--- src/rtl/time_display_scan_if.sv ---
// Bundle between the clock top level and the display scan driver: time/status
// words in, two seven-segment banks out.
interface time_display_scan_if;
    logic [19:0] time_data;
    logic [5:0]  state_info;
    logic [6:0]  led0;
    logic [6:0]  led1;
    logic [3:0]  led_mux0;
    logic [3:0]  led_mux1;
    logic        dp0;
    logic        dp1;

    modport master (
        output time_data, state_info,
        input  led0, led1, led_mux0, led_mux1, dp0, dp1
    );

    modport slave (
        input  time_data, state_info,
        output led0, led1, led_mux0, led_mux1, dp0, dp1
    );
endinterface

--- src/rtl/time_display_scan.sv ---
// Scans both 4-digit seven-segment banks in lockstep; inputs are shadowed once
// per frame and the SELECT menu digit blinks while the top level is in SELECT.
module time_display_scan #(
    parameter int CLK_HZ   = 100_000_000,
    parameter int FRAME_HZ = 250,
    parameter int BLINK_HZ = 2
) (
    input  logic               clk_sys,
    input  logic               rstn,
    time_display_scan_if.slave disp
);
    localparam int DIV    = CLK_HZ / (4 * FRAME_HZ);
    localparam int BDIV   = CLK_HZ / (2 * BLINK_HZ);
    localparam int DIV_W  = (DIV > 1) ? $clog2(DIV) : 1;
    localparam int BDIV_W = (BDIV > 1) ? $clog2(BDIV) : 1;
    localparam logic [2:0] ST_SELECT = 3'd4;

    logic [DIV_W-1:0]  div_cnt_reg;
    logic [1:0]        idx_reg;
    logic [BDIV_W-1:0] blink_cnt_reg;
    logic              blink_reg;
    logic [19:0]       time_sh_reg;
    logic [5:0]        state_sh_reg;
    logic [6:0]        led0_reg;
    logic [6:0]        led1_reg;
    logic [3:0]        mux_reg;
    logic              dp0_reg;
    logic              dp1_reg;

    logic              div_wrap;
    logic              blink_wrap;
    logic [3:0]        bank1_val [4];
    logic [3:0]        bank0_val [4];
    logic [6:0]        bank1_seg [4];
    logic [6:0]        bank0_seg [4];

    function automatic logic [6:0] seg7(input logic [3:0] v);
        case (v)
            4'd0:    seg7 = 7'h3F;
            4'd1:    seg7 = 7'h06;
            4'd2:    seg7 = 7'h5B;
            4'd3:    seg7 = 7'h4F;
            4'd4:    seg7 = 7'h66;
            4'd5:    seg7 = 7'h6D;
            4'd6:    seg7 = 7'h7D;
            4'd7:    seg7 = 7'h07;
            4'd8:    seg7 = 7'h7F;
            4'd9:    seg7 = 7'h6F;
            default: seg7 = 7'h40;
        endcase
    endfunction

    assign div_wrap   = (div_cnt_reg == DIV_W'(DIV - 1));
    assign blink_wrap = (blink_cnt_reg == BDIV_W'(BDIV - 1));

    // Digit map, index 0 is the rightmost digit of each bank.
    assign bank1_val[0] = time_sh_reg[10:7];
    assign bank1_val[1] = {1'b0, time_sh_reg[13:11]};
    assign bank1_val[2] = time_sh_reg[17:14];
    assign bank1_val[3] = {2'b00, time_sh_reg[19:18]};
    assign bank0_val[0] = time_sh_reg[3:0];
    assign bank0_val[1] = {1'b0, time_sh_reg[6:4]};
    assign bank0_val[2] = {1'b0, state_sh_reg[5:3]};
    assign bank0_val[3] = {1'b0, state_sh_reg[2:0]};

    genvar gi;
    generate
        for (gi = 0; gi < 4; gi++) begin : g_dec
            assign bank1_seg[gi] = seg7(bank1_val[gi]);
            if (gi == 2) begin : g_select
                assign bank0_seg[gi] = (state_sh_reg[2:0] == ST_SELECT && !blink_reg)
                                       ? seg7(bank0_val[gi]) : 7'h00;
            end else if (gi == 3) begin : g_state
                // Only codes 0..4 are defined states; anything above is shown as a dash.
                assign bank0_seg[gi] = (state_sh_reg[2:0] > ST_SELECT)
                                       ? 7'h40 : seg7(bank0_val[gi]);
            end else begin : g_num
                assign bank0_seg[gi] = seg7(bank0_val[gi]);
            end
        end
    endgenerate

    always_ff @(posedge clk_sys or negedge rstn) begin
        if (!rstn) begin
            div_cnt_reg   <= '0;
            idx_reg       <= 2'd0;
            blink_cnt_reg <= '0;
            blink_reg     <= 1'b0;
            time_sh_reg   <= '0;
            state_sh_reg  <= '0;
            led0_reg      <= 7'h00;
            led1_reg      <= 7'h00;
            mux_reg       <= 4'b0000;
            dp0_reg       <= 1'b0;
            dp1_reg       <= 1'b0;
        end else begin
            div_cnt_reg <= div_wrap ? '0 : div_cnt_reg + 1'b1;
            if (div_wrap) begin
                idx_reg <= idx_reg + 2'd1;
            end
            // Frame boundary: latch inputs so a ripple never tears across a frame.
            if (div_wrap && idx_reg == 2'd3) begin
                time_sh_reg  <= disp.time_data;
                state_sh_reg <= disp.state_info;
            end

            blink_cnt_reg <= blink_wrap ? '0 : blink_cnt_reg + 1'b1;
            if (blink_wrap) begin
                blink_reg <= ~blink_reg;
            end

            led0_reg <= bank0_seg[idx_reg];
            led1_reg <= bank1_seg[idx_reg];
            mux_reg  <= 4'b0001 << idx_reg;
            dp1_reg  <= (idx_reg == 2'd0) || (idx_reg == 2'd2);
            dp0_reg  <= (idx_reg == 2'd2);
        end
    end

    assign disp.led0     = led0_reg;
    assign disp.led1     = led1_reg;
    assign disp.led_mux0 = mux_reg;
    assign disp.led_mux1 = mux_reg;
    assign disp.dp0      = dp0_reg;
    assign disp.dp1      = dp1_reg;
endmodule

--- src/flat_wrapper.sv ---
// flat-port wrapper written by rule: the top's interface ports become plain ports
module time_display_scan_flat 
#(
    parameter int CLK_HZ   = 100_000_000,
    parameter int FRAME_HZ = 250,
    parameter int BLINK_HZ = 2
)
  (clk_sys, rstn, disp_time_data, disp_state_info, disp_led0, disp_led1, disp_led_mux0, disp_led_mux1, disp_dp0, disp_dp1);
  time_display_scan_if disp_i ();
  input  logic clk_sys;
  input  logic rstn;
  input wire logic [$bits(disp_i.time_data)-1:0] disp_time_data;
  input wire logic [$bits(disp_i.state_info)-1:0] disp_state_info;
  output wire logic [$bits(disp_i.led0)-1:0] disp_led0;
  output wire logic [$bits(disp_i.led1)-1:0] disp_led1;
  output wire logic [$bits(disp_i.led_mux0)-1:0] disp_led_mux0;
  output wire logic [$bits(disp_i.led_mux1)-1:0] disp_led_mux1;
  output wire logic [$bits(disp_i.dp0)-1:0] disp_dp0;
  output wire logic [$bits(disp_i.dp1)-1:0] disp_dp1;
  assign disp_i.time_data = disp_time_data;
  assign disp_i.state_info = disp_state_info;
  assign disp_led0 = disp_i.led0;
  assign disp_led1 = disp_i.led1;
  assign disp_led_mux0 = disp_i.led_mux0;
  assign disp_led_mux1 = disp_i.led_mux1;
  assign disp_dp0 = disp_i.dp0;
  assign disp_dp1 = disp_i.dp1;
  time_display_scan #(.CLK_HZ(CLK_HZ), .FRAME_HZ(FRAME_HZ), .BLINK_HZ(BLINK_HZ)) u_core (.clk_sys(clk_sys), .rstn(rstn), .disp(disp_i));
endmodule
--- config.mk ---
export PLATFORM = sky130hd
export DESIGN_NAME = time_display_scan_flat
export DESIGN_NICKNAME = d
export VERILOG_FILES = /design/src/rtl/time_display_scan_if.sv /design/src/rtl/time_display_scan.sv /design/src/flat_wrapper.sv
export SDC_FILE = /design/constraint.sdc
export NUM_CORES = 1
export LEC_CHECK = 0
export ABC_AREA = 1
export BUFFER_PORTS_ARGS = -buffer_cell sky130_fd_sc_hd__clkbuf_2
export CAP_MARGIN = 20
export CORE_UTILIZATION = 55
export DETAILED_ROUTE_END_ITERATION = 8
export HOLD_SLACK_MARGIN = 0.15
export PLACE_DENSITY = 0.79
export SLEW_MARGIN = 10
export SYNTH_ARGS = -nofsm -noshare
export SYNTH_HDL_FRONTEND = slang
export SYNTH_SLANG_ARGS = --single-unit
--- constraint.sdc ---
create_clock -name clk_sys -period 1.8 [get_ports clk_sys]
set_input_delay 0.18 -clock clk_sys [delete_from_list [all_inputs] [get_ports clk_sys]]
set_output_delay 0.18 -clock clk_sys [all_outputs]
set_load 0.02 [all_outputs]
==> metrics.txt <==
GPL Wtd Cong 0.927; CTS tree done; Worst Tran Pin Value 480 ps; Clk Latency, worst-skew pair 360 ps; Initial Util 57.1%; clk_skew 9.82 ps; CTS clk-pin slew, worst paths 90 ps; clk sinks 90; die area 0.0106 mm^2; drt pass-1 iters 5; Worst setup EP type flip-flop; DR DRC count 0; pins over their slew limit 0; Post-Syn Instances 735; status complete, no violations; Core ar. 0.00986 mm^2; GRT overflow 0; largest area contributor in the netlist dfrtp_1; LEAKAGE 3.44 nW; total CTS buffers 9; final setup TNS 0 ps; vias per std cell 5.20; Die Wd 103 um; layout cells sized above 1 13.1%; final worst path period share 91.6%; Via Count 4939; Ports 52; critical path class flip-flop to flip-flop; largest cells by area after synthesis dfrtp_1, nand2_1, ha_1; Crit Path Max Fanout 5; Yosys Warn Count 0; number of global-route vias before repair 4603; Yosys top cell area share 40.0%; fin area 0.00647 mm^2; WHS 315 ps; post-synthesis sequential area ratio 40.0%; Startpoint Class flip-flop; max-cap viol count 0; Root Driver clkbuf_8; Post-Syn Nets 809; worst vdd ir 0.583 mV; Routed Antenna Nets 0; post-placement cell area 0.00599 mm^2; global-route wire length before repair 20.8 mm; Hold Crit Class input port to async pin; final core occ 65.6%; ant diodes 0; Final Setup Violations 0; Die Ht 103 um; 1st-iter DRT viols 328; crit path time final 1650 ps; Final Hold Viols 0; Synth cell types 32; FMAX 606 MHz; Relative slew margins 68.0%; final net count 889; Global Route Usage Sum 25.6%; count of input and output buffers 51; Syn Area/Cell 7.66 um^2; largest net degree at the start of global routing 39; critical path arrival 1900 ps; Pwr Density 537 mW/mm^2; clock buffer depth 2; initial antenna violation count 0; HPWL Detailed 9.07 mm; max reg flops 25; Routed WL 12.7 mm; Critical Path RT 2060 ps; Routed WL per cell 13.4 um; H-Tree Depth 3; Cell Area, Synth 0.00563 mm^2; num rows 36; flop and latch count out of synthesis 90; Post-CTS Repair Setup Buffers 0; RSZ-0062 raised after global routing false; synthesis-to-layout area growth 14.9%
[layer usage]
metal	track usage, %	share of wire (%)
met5	0	0
met4	6.28	0.86
met3	5.17	6.2
met2	42.7	48
met1	34.4	45
[cell usage after synthesis]
| cell | n |
|---|---|
| nand2_1 | 222 |
| dfrtp_1 | 90 |
| inv_1 | 86 |
| nor2_1 | 85 |
| nand3_1 | 55 |
| ha_1 | 46 |
| o21ai_0 | 28 |
| xor2_1 | 19 |
| a21oi_1 | 13 |
| nand3_2 | 11 |
| nor3_1 | 9 |
| or2_2 | 9 |
| o211ai_1 | 8 |
| buf_2 | 7 |
| nand4_1 | 7 |
| buf_4 | 5 |
| buf_6 | 5 |
| nor2_4 | 4 |
| a31oi_1 | 3 |
| inv_2 | 3 |
| o22ai_1 | 3 |
| and2_1 | 2 |
| clkbuf_1 | 2 |
| nand2_2 | 2 |
| nand3b_1 | 2 |
| o2111ai_1 | 2 |
| xnor2_1 | 2 |
| a21boi_0 | 1 |
| buf_8 | 1 |
| clkinv_4 | 1 |
| nand2_4 | 1 |
| nand3_4 | 1 |
[area by class of cell]
class	count	area, um^2
sequential	90	2250
tap	133	166
clock buffer	10	138
inverter	90	353
fill	837	3400
timing repair buffer	88	616
multi-input combinational	536	2900
clock inverter	3	42.5
[timing repair]
action | 4_1_cts | 5_1_grt
resized for setup | 0 | 4
endpoints found under the hold margin | 62 | 0
setup endpoints to repair | 0 | 15
hold buffers | 27 | 0
[critical path: stages (launching register included)]
cell     delay, ps
dfrtp_1        390
ha_1           230
nand3_1        140
nor2_1         400
nand3_1        170
xor2_1         180
nor2_1          50
[logic make-up (layout without fill, tap and decap cells)]
logic type / count (synthesis) / count (layout) / synth area share [%]
compound gates: 58 / 58 / 5.82
xor+xnor: 21 / 21 / 3.27
buf+inv: 110 / 191 / 8.78
fa+ha+maj: 46 / 46 / 10.2
flops: 90 / 90 / 40.0
simple gates: 410 / 411 / 31.9
[path summary, 6_finish.rpt]
check                                         from                        to  slack, ps  depth (start not counted)
min in group clk_sys              u_core.blink_reg          u_core.blink_reg        480                          2
max reg2reg                u_core.blink_cnt_reg[0]  u_core.blink_cnt_reg[14]        150                          6
min                                           rstn   u_core.blink_cnt_reg[9]        320                          2
max                        u_core.blink_cnt_reg[0]  u_core.blink_cnt_reg[14]        150                          6
max in group asynchronous                     rstn    u_core.time_sh_reg[12]        860                          3
min reg2reg                       u_core.blink_reg          u_core.blink_reg        480                          2
[where the power goes]
part | leakage (nW) | internal (mW) | switching [mW] | total [mW]
Sequential | 1.07 | 2.02 | 0 | 2.02
Combinational | 2.28 | 0.0650 | 0.0604 | 0.125
Clock | 0.0901 | 0.655 | 0.672 | 1.33
Total | 3.44 | 2.74 | 0.733 | 3.47
[stage by stage]
step,setup WS (ps),total power [mW],std cells
5_1_grt,9.64,3.62,950
6_report,151,3.47,950
3_5_place_dp,134,2.14,909
3_3_place_gp,230,2.14,909
2_1_floorplan,377,2.06,735
4_1_cts,114,3.51,949
[cells in the final DEF, fill, tap and decap left out, types with 7 or more instances in the layout]
cell	netlist	final
o211ai_1	8	8
nor2_1	85	85
nand4_1	7	7
inv_1	86	86
dfrtp_1	90	90
nor3_1	9	9
nand2_1	222	222
nand3_2	11	11
xor2_1	19	19
nand3_1	55	55
clkbuf_8	0	10
ha_1	46	46
o21ai_0	28	28
dlygate4sd3_1	0	27
or2_2	9	9
clkbuf_2	0	50
buf_4	5	10
a21oi_1	13	13
Note: power is estimated with default switching activity, not from simulation.
